===== config.mk =====
export PLATFORM = sky130hd
export DESIGN_NAME = wb_stage_flat
export DESIGN_NICKNAME = d
export VERILOG_FILES = /design/src/rtl/wb_stage_if.sv /design/src/rtl/wb_stage.sv /design/src/flat_wrapper.sv
export SDC_FILE = /design/constraint.sdc
export NUM_CORES = 1
export LEC_CHECK = 0
export CAP_MARGIN = 40
export CELL_PAD_IN_SITES_DETAIL_PLACEMENT = 2
export CELL_PAD_IN_SITES_GLOBAL_PLACEMENT = 2
export CORE_ASPECT_RATIO = 1.1
export CORE_MARGIN = 1
export CORE_UTILIZATION = 23
export CTS_CLUSTER_DIAMETER = 30
export DETAILED_ROUTE_END_ITERATION = 10
export PLACE_DENSITY = 0.95
export SLEW_MARGIN = 0
export SYNTH_ARGS = -nofsm -noshare
export SYNTH_HDL_FRONTEND = slang
export SYNTH_SLANG_ARGS = --single-unit

===== constraint.sdc =====
create_clock -name Clk -period 2.6 [get_ports Clk]
set_input_delay 0.52 -clock Clk [delete_from_list [all_inputs] [get_ports Clk]]
set_output_delay 0.52 -clock Clk [all_outputs]
set_load 0.02 [all_outputs]

===== src/rtl/wb_stage_if.sv =====
// MEM/WB-to-write-back bundle: pipeline-register outputs in, register-file
// write ports, HI/LO and the stall request out.
interface wb_stage_if;
    logic [63:0] OUT_ALU64_WB;
    logic [63:0] OUT_data64_WB;
    logic [31:0] Memory_WB;
    logic [31:0] ALU_WB;
    logic [4:0]  RegWr_WB;
    logic [31:0] HILO_write_WB;
    logic        RegWrite;
    logic        MemToReg;
    logic        MemToReg64;
    logic        MulDiv_control;
    logic        HILO_write_control;
    logic        Jal_control;
    logic        FPwrite_control;
    logic        Load_Byte_control;
    logic        float_control_write;
    logic        Write32_64;

    logic        rf_we;
    logic [4:0]  rf_waddr;
    logic [31:0] rf_wdata;
    logic        fp_we;
    logic [4:0]  fp_waddr;
    logic [31:0] fp_wdata;
    logic [31:0] HI;
    logic [31:0] LO;
    logic        wb_stall;

    modport master (
        output OUT_ALU64_WB, OUT_data64_WB, Memory_WB, ALU_WB, RegWr_WB, HILO_write_WB,
               RegWrite, MemToReg, MemToReg64, MulDiv_control, HILO_write_control,
               Jal_control, FPwrite_control, Load_Byte_control, float_control_write,
               Write32_64,
        input  rf_we, rf_waddr, rf_wdata, fp_we, fp_waddr, fp_wdata, HI, LO, wb_stall
    );

    modport slave (
        input  OUT_ALU64_WB, OUT_data64_WB, Memory_WB, ALU_WB, RegWr_WB, HILO_write_WB,
               RegWrite, MemToReg, MemToReg64, MulDiv_control, HILO_write_control,
               Jal_control, FPwrite_control, Load_Byte_control, float_control_write,
               Write32_64,
        output rf_we, rf_waddr, rf_wdata, fp_we, fp_waddr, fp_wdata, HI, LO, wb_stall
    );
endinterface


===== src/rtl/wb_stage.sv =====
// Write-back stage: integer/FP register-file write ports, HI/LO ownership and
// the two-cycle 64-bit FP pair write with a one-cycle upstream stall.
module wb_stage #(
    parameter int LINK_REG      = 31,
    parameter bit FP_PAIR_ALIGN = 1'b1
) (
    input logic        Clk,
    input logic        Reset,
    wb_stage_if.slave  wb
);
    typedef enum logic {IDLE = 1'b0, SECOND = 1'b1} state_t;

    localparam logic [4:0] LINK = 5'(LINK_REG);

    state_t      state;
    logic [31:0] upper;
    logic [4:0]  hi_addr;
    logic [31:0] hi_reg;
    logic [31:0] lo_reg;

    logic        dbl;
    logic [63:0] d64;
    logic [4:0]  base;
    logic [4:0]  int_addr;

    assign dbl  = wb.FPwrite_control & wb.Write32_64;
    assign d64  = wb.MemToReg64 ? wb.OUT_data64_WB : wb.OUT_ALU64_WB;
    assign base = FP_PAIR_ALIGN ? {wb.RegWr_WB[4:1], 1'b0} : wb.RegWr_WB;

    assign int_addr = wb.Jal_control ? LINK : wb.RegWr_WB;

    always_comb begin
        wb.rf_waddr = int_addr;
        if (wb.Jal_control)
            wb.rf_wdata = wb.ALU_WB;
        else if (wb.MemToReg)
            wb.rf_wdata = wb.Load_Byte_control ? {{24{wb.Memory_WB[7]}}, wb.Memory_WB[7:0]}
                                               : wb.Memory_WB;
        else
            wb.rf_wdata = wb.ALU_WB;
        // The integer write of a double instruction already landed in IDLE.
        wb.rf_we = !Reset && (state == IDLE) && wb.RegWrite && (int_addr != 5'd0);
    end

    always_comb begin
        wb.fp_we    = 1'b0;
        wb.fp_waddr = wb.RegWr_WB;
        wb.fp_wdata = wb.OUT_ALU64_WB[31:0];
        wb.wb_stall = 1'b0;
        if (state == SECOND) begin
            wb.fp_we    = !Reset;
            wb.fp_waddr = hi_addr;
            wb.fp_wdata = upper;
        end else if (dbl) begin
            wb.fp_we    = !Reset;
            wb.fp_waddr = base;
            wb.fp_wdata = d64[31:0];
            wb.wb_stall = !Reset;
        end else begin
            wb.fp_we = !Reset && wb.FPwrite_control;
            if (wb.float_control_write)
                wb.fp_wdata = wb.ALU_WB;
            else if (wb.MemToReg)
                wb.fp_wdata = wb.Memory_WB;
        end
    end

    always_ff @(posedge Clk) begin
        if (Reset) begin
            state   <= IDLE;
            upper   <= '0;
            hi_addr <= '0;
            hi_reg  <= '0;
            lo_reg  <= '0;
        end else begin
            case (state)
                IDLE: begin
                    if (dbl) begin
                        state   <= SECOND;
                        upper   <= d64[63:32];
                        hi_addr <= base + 5'd1;
                    end
                    if (wb.MulDiv_control) begin
                        hi_reg <= wb.OUT_ALU64_WB[63:32];
                        lo_reg <= wb.OUT_ALU64_WB[31:0];
                    end else if (wb.HILO_write_control) begin
                        if (wb.RegWr_WB[0]) hi_reg <= wb.HILO_write_WB;
                        else                lo_reg <= wb.HILO_write_WB;
                    end
                end
                SECOND: state <= IDLE;
                default: state <= IDLE;
            endcase
        end
    end

    assign wb.HI = hi_reg;
    assign wb.LO = lo_reg;
endmodule


===== src/flat_wrapper.sv =====
// flat-port wrapper written by rule: the top's interface ports become plain ports
module wb_stage_flat 
#(
    parameter int LINK_REG      = 31,
    parameter bit FP_PAIR_ALIGN = 1'b1
)
  (Clk, Reset, wb_OUT_ALU64_WB, wb_OUT_data64_WB, wb_Memory_WB, wb_ALU_WB, wb_RegWr_WB, wb_HILO_write_WB, wb_RegWrite, wb_MemToReg, wb_MemToReg64, wb_MulDiv_control, wb_HILO_write_control, wb_Jal_control, wb_FPwrite_control, wb_Load_Byte_control, wb_float_control_write, wb_Write32_64, wb_rf_we, wb_rf_waddr, wb_rf_wdata, wb_fp_we, wb_fp_waddr, wb_fp_wdata, wb_HI, wb_LO, wb_wb_stall);
  wb_stage_if wb_i ();
  input logic Clk;
  input logic Reset;
  input wire logic [$bits(wb_i.OUT_ALU64_WB)-1:0] wb_OUT_ALU64_WB;
  input wire logic [$bits(wb_i.OUT_data64_WB)-1:0] wb_OUT_data64_WB;
  input wire logic [$bits(wb_i.Memory_WB)-1:0] wb_Memory_WB;
  input wire logic [$bits(wb_i.ALU_WB)-1:0] wb_ALU_WB;
  input wire logic [$bits(wb_i.RegWr_WB)-1:0] wb_RegWr_WB;
  input wire logic [$bits(wb_i.HILO_write_WB)-1:0] wb_HILO_write_WB;
  input wire logic [$bits(wb_i.RegWrite)-1:0] wb_RegWrite;
  input wire logic [$bits(wb_i.MemToReg)-1:0] wb_MemToReg;
  input wire logic [$bits(wb_i.MemToReg64)-1:0] wb_MemToReg64;
  input wire logic [$bits(wb_i.MulDiv_control)-1:0] wb_MulDiv_control;
  input wire logic [$bits(wb_i.HILO_write_control)-1:0] wb_HILO_write_control;
  input wire logic [$bits(wb_i.Jal_control)-1:0] wb_Jal_control;
  input wire logic [$bits(wb_i.FPwrite_control)-1:0] wb_FPwrite_control;
  input wire logic [$bits(wb_i.Load_Byte_control)-1:0] wb_Load_Byte_control;
  input wire logic [$bits(wb_i.float_control_write)-1:0] wb_float_control_write;
  input wire logic [$bits(wb_i.Write32_64)-1:0] wb_Write32_64;
  output wire logic [$bits(wb_i.rf_we)-1:0] wb_rf_we;
  output wire logic [$bits(wb_i.rf_waddr)-1:0] wb_rf_waddr;
  output wire logic [$bits(wb_i.rf_wdata)-1:0] wb_rf_wdata;
  output wire logic [$bits(wb_i.fp_we)-1:0] wb_fp_we;
  output wire logic [$bits(wb_i.fp_waddr)-1:0] wb_fp_waddr;
  output wire logic [$bits(wb_i.fp_wdata)-1:0] wb_fp_wdata;
  output wire logic [$bits(wb_i.HI)-1:0] wb_HI;
  output wire logic [$bits(wb_i.LO)-1:0] wb_LO;
  output wire logic [$bits(wb_i.wb_stall)-1:0] wb_wb_stall;
  assign wb_i.OUT_ALU64_WB = wb_OUT_ALU64_WB;
  assign wb_i.OUT_data64_WB = wb_OUT_data64_WB;
  assign wb_i.Memory_WB = wb_Memory_WB;
  assign wb_i.ALU_WB = wb_ALU_WB;
  assign wb_i.RegWr_WB = wb_RegWr_WB;
  assign wb_i.HILO_write_WB = wb_HILO_write_WB;
  assign wb_i.RegWrite = wb_RegWrite;
  assign wb_i.MemToReg = wb_MemToReg;
  assign wb_i.MemToReg64 = wb_MemToReg64;
  assign wb_i.MulDiv_control = wb_MulDiv_control;
  assign wb_i.HILO_write_control = wb_HILO_write_control;
  assign wb_i.Jal_control = wb_Jal_control;
  assign wb_i.FPwrite_control = wb_FPwrite_control;
  assign wb_i.Load_Byte_control = wb_Load_Byte_control;
  assign wb_i.float_control_write = wb_float_control_write;
  assign wb_i.Write32_64 = wb_Write32_64;
  assign wb_rf_we = wb_i.rf_we;
  assign wb_rf_waddr = wb_i.rf_waddr;
  assign wb_rf_wdata = wb_i.rf_wdata;
  assign wb_fp_we = wb_i.fp_we;
  assign wb_fp_waddr = wb_i.fp_waddr;
  assign wb_fp_wdata = wb_i.fp_wdata;
  assign wb_HI = wb_i.HI;
  assign wb_LO = wb_i.LO;
  assign wb_wb_stall = wb_i.wb_stall;
  wb_stage #(.LINK_REG(LINK_REG), .FP_PAIR_ALIGN(FP_PAIR_ALIGN)) u_core (.Clk(Clk), .Reset(Reset), .wb(wb_i));
endmodule

==> results of run 1 <==
logic make-up after synthesis:
kind of cell,count (synthesis)
multiplexers,204
flip-flops,102
buffers and inverters,87
AND/OR/NAND/NOR,243
AO/OA/AOI/OAI,216
worst register-to-register path, stage by stage (launching register included):
cell	delay, ns
dfxtp_4	0.43
buf_16	0.27
o21bai_4	0.19
buf_4	0.38
mux2_2	0.40
flip-flops by register name, indices dropped and copies added, names as in the netlist:
register,count
u_core.hi_addr,5
u_core.state,1
u_core.upper,32
u_core.wb.HI,32
u_core.wb.LO,32
final cells by class:
type / count / area (um^2) / area share, %
flip-flops and latches: 102 / 2050 / 17.0
clock inverters: 2 / 15.0 / 0.125
inverters: 1 / 3.75 / 0.0312
well taps: 374 / 468 / 3.89
multi-input cells: 663 / 4580 / 38.1
diodes: 3 / 7.51 / 0.0624
repair buffers: 467 / 4640 / 38.5
clock buffers: 14 / 274 / 2.28
power by group through the flow:
stage	logic, mW	registers [mW]	clock network, mW
final	2.06	1.75	1.39
after global routing	2.18	1.76	1.50
after CTS	2.06	1.75	1.44
after detailed placement	2.10	1.78	0
after global placement	2.02	1.77	0
after floorplan	0.821	1.86	0
worst max path at each step:
stage / start / to / slack (ns)
finish: u_core.state / wb_fp_wdata[27] / 0.03
global route: u_core.state / wb_fp_wdata[27] / -0.03
CTS: wb_Load_Byte_control / wb_rf_wdata[31] / 0.00007
detailed placement: wb_Load_Byte_control / wb_rf_wdata[12] / -0.36
global placement: wb_FPwrite_control / wb_fp_wdata[7] / -0.29
floorplan: Reset / wb_rf_we / 0.44
routing by layer:
metal,vias up,share of wire [%]
li1,3850,-
met1,4173,38
met2,350,52
met3,85,5.5
met4,0,4.4
met5,-,0
Yosys cell counts:
library cell  instances
and2_1                1
or2_2                 5
buf_1                 9
buf_4                 1
a21oi_2               1
mux2i_1             160
nor4b_1               1
and3b_1               1
clkbuf_1             43
dfxtp_1             102
a211oi_1             32
nor2b_1              33
mux2_2               39
o21bai_2              1
a22o_1                1
a21oi_1              61
or3_1                32
nand2_1              64
mux2_1                5
or4_1                 1
nand3b_1              1
buf_6                 3
nor2_1              103
nand2b_1              1
a221o_1              32
buf_2                30
o21ai_0              88
inv_1                 1
what timing repair did:
| item | 4_1_cts | 5_1_grt |
|---|---|---|
| gates resized for setup | 97 | 60 |
| pin swaps | 1 | 0 |
| setup buffers | 6 | 0 |
| setup endpoints to repair | 70 | 40 |
| gates cloned | 1 | 2 |
==> impl_metrics.json, run 1 <==
{
  "outcome": "finished clean",
  "synthAdderAreaFrac_pct": 0,
  "synth-seq-cells": 102,
  "synth_simple_gate_area_share_pct": 15.9,
  "routed_wl_um": 39500,
  "port_buffers": 381,
  "vdd_drop_max_uv": 227,
  "synth_area_per_cell_um2": 8.19,
  "hold_ws_ns": 0.466,
  "layout_commonest_cell": "clkdlybuf4s50_1",
  "place_area_um2": 11700,
  "slew_headroom_pct": 38.6,
  "fp.coreArea_um2": 29700,
  "postCtsHoldBufs": 0,
  "clk_pin_slew_ns": 0.07,
  "cts_buffers": 9,
  "skew_ns": 0.00469,
  "layout.nets": 1485,
  "internal_power_mw": 3.44,
  "layout_worst_path_cycle_share_pct": 99.0,
  "grt_pass1_wl_um": 57600,
  "holdPathStages": 2,
  "finalSetupTns_ns": 0,
  "row_count": 66,
  "synth_cell_types": 28,
  "clockBufferDepth": 2,
  "reg2reg_to": "u_core.wb.LO[10]",
  "p_sw_mw": 1.76,
  "critPathBufInv": 4,
  "cap_violations": 0,
  "synth_area_leaders": "dfxtp_1 (29%), mux2i_1 (23%), o21ai_0 (6.3%), mux2_2 (6.3%), nor2_1 (5.5%)",
  "fmax_ghz": 0.389,
  "regToRegStartpoint": "u_core.state",
  "met1_usage_pct": 25.9,
  "hold_viol_final": 0,
  "tightest_slew_ns": 0.921,
  "clockPowerShare_pct": 26.7,
  "worstPathArrival_ns": 2.05,
  "drcViolationCount": 0,
  "initial_core_util_pct": 23.5,
  "synth_top_area_cell": "dfxtp_1",
  "final_cell_mix": "clkdlybuf4s50_1 (306), mux2i_1 (160), nor2_1 (103)",
  "critPathMaxStageDelay_ns": 0.43,
  "ys_seq_area_share_pct": 29.3,
  "powerDensity_nw_per_um2": 432,
  "utilization_pct": 40.5,
  "busiest_layer": "met2",
  "viasPerCell": 5.20,
  "areaGrowthSynthToFinish_pct": 72.5,
  "setup_viol": 0,
  "rr_worst_depth": 4,
  "fin_ws_ns": 0.0271,
  "chipWidth_um": 168,
  "synth_nets": 1093,
  "first_global_vias": 9684,
  "ant_nets": 0,
  "power_mw": 5.20,
  "grt_overflow": 0,
  "dp_hpwl_um": 29900,
  "place_worst_setup_slack_ns": -0.362,
  "cts_root_buffer": "clkbuf_16",
  "combPwrFrac_pct": 39.7,
  "min_to": "u_core.hi_addr[0]",
  "die_area_um2": 31000,
  "synth_top_family_by_area": "multiplexers",
  "drv_slew": 0,
  "cp_slowest_cell": "dfxtp_4",
  "clock_sinks": 102,
  "htreeDepth": 3,
  "cts_tree": "built",
  "yosysWarnings": 0,
  "required_ns": 2.08,
  "grt_use_met2_pct": 46.2,
  "end_kind": "output port",
  "seq_power_share_pct": 33.6,
  "crit_fanout": 7,
  "r2r_setup_slack_ns": 0.83,
  "first_pass_iters": 5,
  "crit_type": "reg -> out",
  "drt-initial-drc-count": 300,
  "grt_usage_pct": 24.7,
  "antenna_found_initial": 3,
  "fill_cells": 3279,
  "clk_latency_ns": 0.36,
  "die_h_um": 185,
  "wl_per_cell_um": 24.3,
  "syn_inst": 852,
  "rsz0062_at_grt": "yes",
  "cp-start-kind": "flop",
  "holdCritStartpoint": "Reset",
  "synth_top_area_share_pct": 29.3,
  "swShare_pct": 33.8,
  "final_cells": 1626,
  "path_delay_family": "buffers and inverters",
  "grt_max_degree": 82,
  "muxShareOfSynthArea_pct": 30.1,
  "ioPinCount": 382,
  "dp_cells": 1598,
  "synth_compound_area_share_pct": 19.1,
  "synthXorXnorAreaFrac_pct": 0,
  "min_period_ns": 2.57,
  "dr_total_vias": 8458,
  "syn_area_um2": 6970,
  "routabilityCongestion": 0.848,
  "leakage_nw": 5.08,
  "drive_gt1_share_pct": 14.5,
  "hold_class": "in -> reg",
  "path_cells": "nand3b_1 -> buf_6 -> bufbuf_16 -> buf_4 -> nor2_1 -> a221o_1 -> clkdlybuf4s15_2",
  "grtUsageMet3_pct": 5.22,
  "cp.depth": 7,
  "design_area_um2": 12000
}
Power figures use the tool's default switching activity.
==> run 2: changes to the inputs <==
==> constraint.sdc (replaced) <==
create_clock -name Clk -period 3.1 [get_ports Clk]
set_input_delay 0.93 -clock Clk [delete_from_list [all_inputs] [get_ports Clk]]
set_output_delay 0.93 -clock Clk [all_outputs]
set_load 0.02 [all_outputs]
==> impl_metrics.json, run 2 (same netlist as run 1, synthesis figures left out) <==
{
  "wl_per_cell_um": 25.5,
  "hold_viol_final": 0,
  "critPathBufInv": 2,
  "areaGrowthSynthToFinish_pct": 78.0,
  "dp_cells": 1625,
  "hold_class": "reg -> reg",
  "layout_commonest_cell": "clkdlybuf4s50_1",
  "routabilityCongestion": 0.834,
  "die_h_um": 185,
  "chipWidth_um": 168,
  "crit_type": "in -> out",
  "final_cell_mix": "clkdlybuf4s50_1 (243), mux2i_1 (157), nor2_1 (102)",
  "path_cells": "clkdlybuf4s50_1 -> or4_4 -> nor2_4 -> nor4b_1 -> buf_2",
  "met2_length_um": 22600,
  "end_kind": "output port",
  "vdd_drop_max_uv": 194,
  "slew_headroom_pct": 45.4,
  "grt_overflow": 0,
  "routed_wl_um": 42400,
  "first_pass_iters": 4,
  "fmax_ghz": 0.319,
  "worstPathArrival_ns": 2.20,
  "fin_ws_ns": -0.0311,
  "cp_slowest_cell": "clkdlybuf4s50_1",
  "layout_worst_path_cycle_share_pct": 101,
  "violations": "setup timing",
  "grt_usage_pct": 26.5,
  "row_count": 66,
  "min_period_ns": 3.13,
  "power_mw": 4.40,
  "required_ns": 2.17,
  "rsz0062_at_grt": "yes",
  "powerDensity_nw_per_um2": 355,
  "layout.nets": 1522,
  "fill_cells": 3258,
  "final_cells": 1662,
  "finalSetupTns_ns": -0.0507,
  "setup_viol": 4,
  "dr_total_vias": 8662,
  "cp-start-kind": "primary input",
  "ant_nets": 0,
  "clk_pin_slew_ns": 0.07,
  "drt-initial-drc-count": 326,
  "grt_max_degree": 84,
  "maxUsedRoutingLayer": "met5",
  "dp_hpwl_um": 31300,
  "outcome": "complete, but fails checks",
  "path_delay_family": "buffers and inverters",
  "antenna_found_initial": 3,
  "met1_length_um": 15400,
  "viasPerCell": 5.21,
  "port_buffers": 381,
  "design_area_um2": 12400,
  "initial_core_util_pct": 23.5,
  "postCtsHoldBufs": 0,
  "cap_violations": 0,
  "cts_buffers": 9,
  "fp.coreArea_um2": 29700,
  "drcViolationCount": 0,
  "clock_sinks": 102,
  "die_area_um2": 31000,
  "htreeDepth": 3,
  "skew_ns": 0.00821,
  "crit_fanout": 2,
  "grt_pass1_wl_um": 60900,
  "cts_tree": "built",
  "place_area_um2": 11900,
  "tightest_slew_ns": 0.818,
  "place_worst_setup_slack_ns": -0.707,
  "ioPinCount": 382,
  "first_global_vias": 10064,
  "drive_gt1_share_pct": 21.0,
  "clockBufferDepth": 2,
  "drv_slew": 0,
  "routed-wl-met3_um": 2590,
  "cts_root_buffer": "clkbuf_16",
  "critPathMaxStageDelay_ns": 0.46,
  "clk_latency_ns": 0.36,
  "leakage_nw": 5.58
}
-- run 2: cell types whose count changed in the layout (fill, tap and decap cells not counted), moves of 8 or more --
cell             previous run  this run
o21ai_0                    83        70
buf_2                       3        46
clkbuf_2                   17         1
buf_6                       1         9
o21ai_1                     5        17
buf_4                      67       100
clkdlybuf4s50_1           306       243
dlymetal6s2s_1              1        27
clkdlybuf4s15_1            11         1
-- run 2: area by class of cell --
class	instances	area, um^2	share of cell area, %
inverters	1	3.75	0.0302
flip-flops and latches	102	2050	16.5
clock buffers	9	225	1.81
well taps	374	468	3.77
repair buffers	504	4990	40.2
clock inverters	7	48.8	0.393
multi-input cells	663	4630	37.3
diodes	2	5.00	0.0403
-- run 2: report_power, final --
part           internal [mW]  total (mW)  switching [mW]
Combinational          0.902        1.81           0.912
Sequential              1.41        1.47          0.0597
Clock                  0.550        1.12           0.572
Total                   2.86        4.40            1.54
-- run 2: worst register-to-register path: stages, from the launching register on --
cell and delay, ns:
dfxtp_4 0.45, buf_12 0.37, o21bai_4 0.25, buf_4 0.37
mux2_2 0.41
-- run 2: metal layers --
metal / track usage [%] / vias to the layer above
met5: 0 / -
met4: 12.8 / 2
met3: 6.27 / 87
met2: 51.5 / 346
met1: 26.2 / 4302
li1: - / 3925
-- run 2: path summary, 6_finish.rpt --
path | slack, ns | cells after the start | from | endpoint
hold / removal | 0.46 | 2 | u_core.hi_addr[1] | u_core.hi_addr[1]
hold reg to reg | 0.46 | 2 | u_core.hi_addr[1] | u_core.hi_addr[1]
setup reg to reg | 1.15 | 4 | u_core.state | u_core.wb.LO[16]
setup / recovery | -0.03 | 5 | wb_RegWr_WB[4] | wb_rf_we
-- run 2: metrics by stage --
step / util (%) / hold WS, ns
after floorplan: - / 0.433
after global placement: 40.1 / 0.440
after detailed placement: 40.1 / 0.456
after CTS: 41.0 / 0.467
after global routing: 41.8 / 0.496
final: 41.8 / 0.460
-- run 2: repair_timing --
item	in CTS	in global routing
endpoints found under the setup margin	77	37
buffers inserted	8	4
gates cloned	6	1
pin swaps	7	10
resized for setup	359	60
